$ cat config.mk
export PLATFORM = sky130hd
export DESIGN_NAME = regfile_wport_arbiter
export DESIGN_NICKNAME = d
export VERILOG_FILES = /design/src/rtl/regfile_wport_arbiter.sv
export SDC_FILE = /design/constraint.sdc
export NUM_CORES = 1
export LEC_CHECK = 0
export BUFFER_PORTS_ARGS = -buffer_cell sky130_fd_sc_hd__buf_2
export CAP_MARGIN = 40
export CELL_PAD_IN_SITES_DETAIL_PLACEMENT = 0
export CELL_PAD_IN_SITES_GLOBAL_PLACEMENT = 1
export CORE_MARGIN = 2
export CORE_UTILIZATION = 25
export DETAILED_ROUTE_END_ITERATION = 12
export PLACE_DENSITY_LB_ADDON = 0.05
export SYNTH_ARGS = -nofsm -noshare
export SYNTH_HDL_FRONTEND = slang
export SYNTH_SLANG_ARGS = --single-unit
$ cat constraint.sdc
create_clock -name clk -period 1.7 [get_ports clk]
set_input_delay 0.17 -clock clk [delete_from_list [all_inputs] [get_ports clk]]
set_output_delay 0.17 -clock clk [all_outputs]
set_load 0.01 [all_outputs]
$ cat src/rtl/regfile_wport_arbiter.sv
// Arbitrates the single register-file write port between writeback (always wins)
// and a valid/ready side requester, with a starvation counter that requests a pipeline bubble.
module regfile_wport_arbiter #(
  parameter int STARVE_LIMIT = 4,
  parameter int CNT_W        = 3
) (
  input  logic        clk,
  input  logic        rst,
  input  logic        wb_write,
  input  logic [2:0]  wb_writenum,
  input  logic [15:0] wb_data,
  input  logic        side_valid,
  input  logic [2:0]  side_num,
  input  logic [15:0] side_data,
  output logic        side_ready,
  output logic        rf_write,
  output logic [2:0]  rf_writenum,
  output logic [15:0] rf_data,
  output logic        stall_req
);

  typedef enum logic [1:0] {
    IDLE  = 2'd0,
    WAIT  = 2'd1,
    STALL = 2'd2
  } state_t;

  localparam logic [CNT_W-1:0] LP_CNT_MAX = CNT_W'(STARVE_LIMIT - 1);
  localparam logic [CNT_W-1:0] LP_CNT_ONE = CNT_W'(1);

  state_t           r_state;
  logic [CNT_W-1:0] r_cnt;
  logic             r_stall_req;
  logic             r_rf_write;
  logic [2:0]       r_rf_writenum;
  logic [15:0]      r_rf_data;
  logic             w_transfer;

  function automatic logic [CNT_W-1:0] sat_inc(input logic [CNT_W-1:0] c);
    if (c >= LP_CNT_MAX) return LP_CNT_MAX;
    return c + LP_CNT_ONE;
  endfunction

  // Grant is purely combinational: writeback is never blocked.
  assign w_transfer = side_valid & ~wb_write;
  assign side_ready = w_transfer;

  // Port register stage: address/data hold when no write is issued.
  always_ff @(posedge clk or negedge rst) begin
    if (!rst) begin
      r_rf_write    <= 1'b0;
      r_rf_writenum <= 3'd0;
      r_rf_data     <= 16'd0;
    end else if (wb_write) begin
      r_rf_write    <= 1'b1;
      r_rf_writenum <= wb_writenum;
      r_rf_data     <= wb_data;
    end else if (w_transfer) begin
      r_rf_write    <= 1'b1;
      r_rf_writenum <= side_num;
      r_rf_data     <= side_data;
    end else begin
      r_rf_write    <= 1'b0;
    end
  end

  // Starvation FSM; a withdrawn side request returns to IDLE without any write.
  always_ff @(posedge clk or negedge rst) begin
    if (!rst) begin
      r_state     <= IDLE;
      r_cnt       <= '0;
      r_stall_req <= 1'b0;
    end else begin
      case (r_state)
        IDLE: begin
          r_stall_req <= 1'b0;
          if (side_valid && wb_write) begin
            r_state <= WAIT;
            r_cnt   <= LP_CNT_ONE;
          end else begin
            r_cnt   <= '0;
          end
        end
        WAIT: begin
          if (w_transfer || !side_valid) begin
            r_state     <= IDLE;
            r_cnt       <= '0;
            r_stall_req <= 1'b0;
          end else if (r_cnt == LP_CNT_MAX) begin
            r_state     <= STALL;
            r_stall_req <= 1'b1;
          end else begin
            r_cnt       <= sat_inc(r_cnt);
          end
        end
        STALL: begin
          if (w_transfer || !side_valid) begin
            r_state     <= IDLE;
            r_cnt       <= '0;
            r_stall_req <= 1'b0;
          end else begin
            r_stall_req <= 1'b1;
          end
        end
        default: begin
          r_state     <= IDLE;
          r_cnt       <= '0;
          r_stall_req <= 1'b0;
        end
      endcase
    end
  end

  assign rf_write    = r_rf_write;
  assign rf_writenum = r_rf_writenum;
  assign rf_data     = r_rf_data;
  assign stall_req   = r_stall_req;

endmodule

[Yosys cells after proc, flatten, opt, wreduce, memory -nomap -nowiden]
Index checks and enable logic that the tools add are counted.
Operators by class
  magnitude comparators: 1
  shift-type cells: 0
  bitwise gates (word level): 2
  reductions and logical operators: 7
  mux-type cells: 26
  $add $sub $neg: 1
  $mul: 0
  equality and inequality tests: 7
  div/mod/pow operators: 0
Operator list (count)
  $mux W16: 2
  $mux W3: 7
  $mux W1: 10
  $pmux W3 S3: 1
  $mux W2: 4
  $ne A3 B3 Y1 const B: 2
  $pmux W2 S3: 1
  $ne A2 B2 Y1 const B: 2
  $add A3 B1 Y3 const B: 1
  $eq A3 B2 Y1 const B: 1
  $ge A3 B2 Y1 const B: 1
  $reduce_and A3 Y1: 1
  $eq A2 B1 Y1 const B: 1
  $eq A2 B2 Y1 const B: 1
  $logic_not A2 Y1: 1
  $pmux W1 S2: 1
  $reduce_and A2 Y1: 1
  $reduce_bool A2 Y1: 1
  $and A1 B1 Y1: 1
  $logic_and A1 B1 Y1: 1
  $logic_not A1 Y1: 1
  $logic_or A1 B1 Y1: 1
  $not A1 Y1: 1
Storage, ports and cells
  bits of input ports: 42
  output and inout bits: 22
  RAM bits: 0
  flip-flop bits (word level): 26
  ROM bits: 0
  memories kept: 0
  bits in latches: 0

[Longest topological paths before layout]
  word-level depth: 9
  depth in mapped cells: 6
  gate-level depth less buffers: 5

[Worst setup path after synthesis]
No wires, ideal clock.
  kind: register -> register
  start point: register r_cnt[0]
  end point: register r_cnt[0]
  arrival time: 1.575 ns
  clock period less this slack: 1.701 ns
  path slack: -0.001 ns
  cell stages (with the launch flop): 6
  setup time: 0.125 ns
  path through: dfrtp_1 > ha_1 > ha_1 > or4b_1 > a211oi_2 > nor3_1
Between the ends
  cells in the longest elaborated chain, start to end: 9
RTL lines
  start, declared: RTL line 32  | logic [CNT_W-1:0] r_cnt;
  start signal, assigned: RTL line 93  | r_cnt <= sat_inc(r_cnt);
  $ge A3 B2 Y1: RTL line 40  | if (c >= LP_CNT_MAX) return LP_CNT_MAX;
  $mux W1: RTL line 40
  $mux W1: RTL line 89  | end else if (r_cnt == LP_CNT_MAX) begin
  $mux W1: RTL line 85  | if (w_transfer || !side_valid) begin
  $mux W1: RTL line 74  | case (r_state)
  $mux W3: RTL line 41  | return c + LP_CNT_ONE;
  $mux W3: RTL line 89
  $mux W3: RTL line 85
  $pmux W3 S3: RTL line 74
Parallel ways exist; a longest one is shown, timed or not. The select of a mux whose other input is x is not followed.
A chain may end at the register's enable or synchronous reset.

[Final worst setup path]
  start point: register r_cnt[1]
  end point: register r_cnt[0]
Same word-level chain as after synthesis.

==> load_flow_metrics.sql <==
INSERT INTO impl_metrics (metric_group, metric, value, unit) VALUES
('sta', 'hold-worst-slack', '102', 'ps'),
('sta', 'timing.clock.skew', '2.75', 'ps'),
('power', 'ir_worst_vdd', '0.250', 'mV'),
('routing', 'dr.first_iter.drc_count', '35', ''),
('clock_network', 'htree_levels', '1', ''),
('floorplan', 'top_level_ports', '64', ''),
('floorplan', 'initial_core_util', '0.257', ''),
('yosys', 'avgSynthCellArea', '10.0', 'sq um'),
('power', 'seq_power_share', '0.479', ''),
('power', 'pwr_density_cell', '830', 'mW/mm^2'),
('yosys', 'ys_types', '22', ''),
('routing', 'via_count', '1174', ''),
('critical_path', 'cp_endpoint_kind', 'flip-flop', ''),
('flow_run', 'maxCapViolations', '0', ''),
('grt', 'met2_usage', '0.187', ''),
('yosys', 'seq_area_frac_synth', '0.499', ''),
('cells_and_area', 'multi_input_comb_area', '617', 'sq um'),
('yosys', 'mappedNetlistNets', '177', ''),
('yosys', 'synthesis.area', '0.00130', 'sq mm'),
('yosys', 'post_synth_inst_count', '130', ''),
('cells_and_area', 'sequential_cell_area', '651', 'sq um'),
('sta', 'max_freq', '608', 'MHz'),
('cells_and_area', 'layout-area-overhead-vs-synth', '38.9', '%'),
('clock_network', 'worst_setup_hold_path_clk_slew', '90', 'ps'),
('cells_and_area', 'layout-drive-gt1-share', '0.416', ''),
('sta', 'slew_headroom', '0.603', ''),
('power', 'share_clk_of_total_power', '0.263', ''),
('floorplan', 'die_width', '76.2', 'um'),
('cells_and_area', 'nNetsFinal', '245', ''),
('outcome', 'outcome', 'completed', ''),
('clock_network', 'cts-root-buf', 'sky130_fd_sc_hd__clkbuf_8', ''),
('critical_path', 'startpoint_type', 'flip-flop', ''),
('routing', 'route.detailed.drc', '0', ''),
('critical_path', 'critical-path-slowest-cell', 'sky130_fd_sc_hd__or4b_4', ''),
('sta', 'finalSetupViolCount', '0', ''),
('routing', 'vias_per_cell', '4.40', ''),
('cells_and_area', 'most_common_cell_after_layout_fill_and_taps_aside', 'sky130_fd_sc_hd__buf_2', ''),
('floorplan', 'die_area', '0.00581', 'sq mm'),
('power', 'power_switching', '429', 'uW'),
('floorplan', 'die_height', '76.2', 'um'),
('floorplan', 'floorplan.rows', '26', ''),
('clock_network', 'cts-buffers-inserted', '3', ''),
('placed_design', 'routabilityCongestion', '0.720', ''),
('hold_path', 'class_of_the_tightest_hold_or_removal_check', 'input port to flip-flop', ''),
('clock_network', 'clock-sinks', '26', ''),
('floorplan', 'fp.coreArea', '0.00507', 'sq mm'),
('clock_network', 'cts_tree', 'built', ''),
('grt', 'global_route.usage.met1', '0.152', ''),
('yosys', 'yosys_warnings', '0', ''),
('routing', 'wl_per_cell', '11.9', 'um'),
('sta', 'post-route-min-period', '1650', 'ps'),
('grt', 'grt_overflow', '0', ''),
('yosys', 'ys_seq_elements', '26', ''),
('critical_path', 'max_stage_delay', '470', 'ps'),
('power', 'cellLeakagePower', '0.924', 'nW'),
('clock_network', 'clock_insertion_delay_worst_skew', '260', 'ps'),
('grt', 'grtUsageTotal', '0.115', ''),
('grt', 'gr-usage-met3', '0.0237', ''),
('cells_and_area', 'fillCellCount', '577', ''),
('grt', 'top_usage_layer', 'met2', ''),
('grt', 'first_global_vias', '1192', ''),
('grt', 'grt_pass1_wl', '5590', 'um'),
('routing', 'antenna_viol_nets_final', '0', ''),
('sta', 'finalHoldViolCount', '0', ''),
('critical_path', 'crit_path_max_fanout', '2', ''),
('sta', 'layout_worst_path_cycle_share', '0.968', ''),
('critical_path', 'timing.critical_path.required', '1850', 'ps'),
('critical_path', 'worstSetupPathType', 'flip-flop to flip-flop', ''),
('critical_path', 'critical_path_data_arrival_time', '1800', 'ps'),
('placed_design', 'io_buffer_count', '63', ''),
('sta', 'rsz0062_at_grt', 'no', '');
[power by group through the flow]
stage	logic [mW]	registers (mW)	clock network, mW
floorplan	0.194	0.752	0
global placement	0.373	0.730	0
detailed placement	0.378	0.732	0
CTS	0.381	0.720	0.424
global route	0.442	0.728	0.441
finish	0.389	0.719	0.395
[per-layer routing]
metal / part of all wire / vias to the layer above
li1: - / 582
met1: 0.45 / 562
met2: 0.50 / 28
met3: 0.044 / 2
met4: 0.0073 / 0
met5: 0 / -
[synthesized netlist by cell type (all sizes together)]
master | number | area, sq um
o311ai | 1 | 8.76
o21ai | 22 | 110
nand2 | 21 | 78.8
dfrtp | 26 | 651
or4b | 1 | 10.0
nand3 | 4 | 20.0
nor3 | 1 | 5.00
ha | 5 | 62.6
nor2b | 2 | 12.5
a211o | 1 | 10.0
clkbuf | 5 | 18.8
inv | 4 | 15.0
and2 | 1 | 6.26
o21a | 1 | 7.51
o2111ai | 1 | 8.76
a211oi | 1 | 12.5
nor2 | 3 | 11.3
mux2i | 20 | 200
a21oi | 5 | 25.0
buf | 3 | 15.0
or2 | 1 | 6.26
dlygate4sd1 | 1 | 8.76
[sequential cells by signal (all words and copies together), names as in the netlist]
register and cells:
stall_req 1, rf_write 1, rf_data 16, r_state 2
r_cnt 3, rf_writenum 3
[kinds of logic (layout without fill, tap and decap cells)]
| group | Yosys count | count (layout) | synth area share |
|---|---|---|---|
| compound gates | 32 | 32 | 0.140 |
| buf+inv | 13 | 80 | 0.0441 |
| mux | 20 | 20 | 0.154 |
| flops | 26 | 26 | 0.499 |
| simple gates | 34 | 34 | 0.115 |
| fa+ha+maj | 5 | 5 | 0.0480 |
[path summary, 6_finish.rpt]
check | from | end | slack [ps] | depth (start not counted)
worst max-delay path | r_cnt[1]$_DFFE_PN0P_ | r_cnt[0]$_DFFE_PN0P_ | 50 | 5
worst min-delay path | wb_data[10] | rf_data[10]$_DFFE_PN0P_ | 100 | 3
worst max register to register | r_cnt[1]$_DFFE_PN0P_ | r_cnt[0]$_DFFE_PN0P_ | 50 | 5
worst min register to register | stall_req$_DFFE_PN0P_ | stall_req$_DFFE_PN0P_ | 540 | 2
max in group asynchronous | rst | r_state[0]$_DFFE_PN0P_ | 870 | 2
min in group asynchronous | rst | rf_writenum[2]$_DFFE_PN0P_ | 430 | 2
[what timing repair did]
| action | 4_1_cts | 5_1_grt |
|---|---|---|
| endpoints found under the hold margin | 26 | 0 |
| pin swaps | 1 | 5 |
| gates resized for setup | 0 | 4 |
| setup buffers | 0 | 2 |
| hold buffers | 1 | 0 |
| setup endpoints to repair | 1 | 5 |
[worst max-delay path, delay by kind of cell (launching register included)]
kind / cells / cell delay, ps
adder cells (fa/ha/maj): 2 / 370
AND/OR/NAND/NOR: 2 / 540
flip-flops: 1 / 400
AO/OA/AOI/OAI: 1 / 230
[through the flow]
stage / util / power, mW / instances / instance area (sq um) / setup slack (ps)
global placement: 0.337 / 1.10 / 260 / 1710 / 52.4
floorplan: - / 0.946 / 130 / 1310 / 23.5
global route: 0.357 / 1.61 / 267 / 1810 / 6.76
CTS: 0.350 / 1.53 / 265 / 1780 / 17.7
finish: 0.357 / 1.50 / 267 / 1810 / 54.4
detailed placement: 0.337 / 1.11 / 260 / 1710 / 6.45
[layout make-up]
| type | instances | share of cell area |
|---|---|---|
| sequential | 26 | 0.359 |
| multi-input combinational | 91 | 0.341 |
| timing repair buffer | 72 | 0.213 |
| tap | 70 | 0.0484 |
| clock buffer | 4 | 0.0304 |
| inverter | 4 | 0.00829 |
No activity file was read; power rests on OpenSTA's default activity.
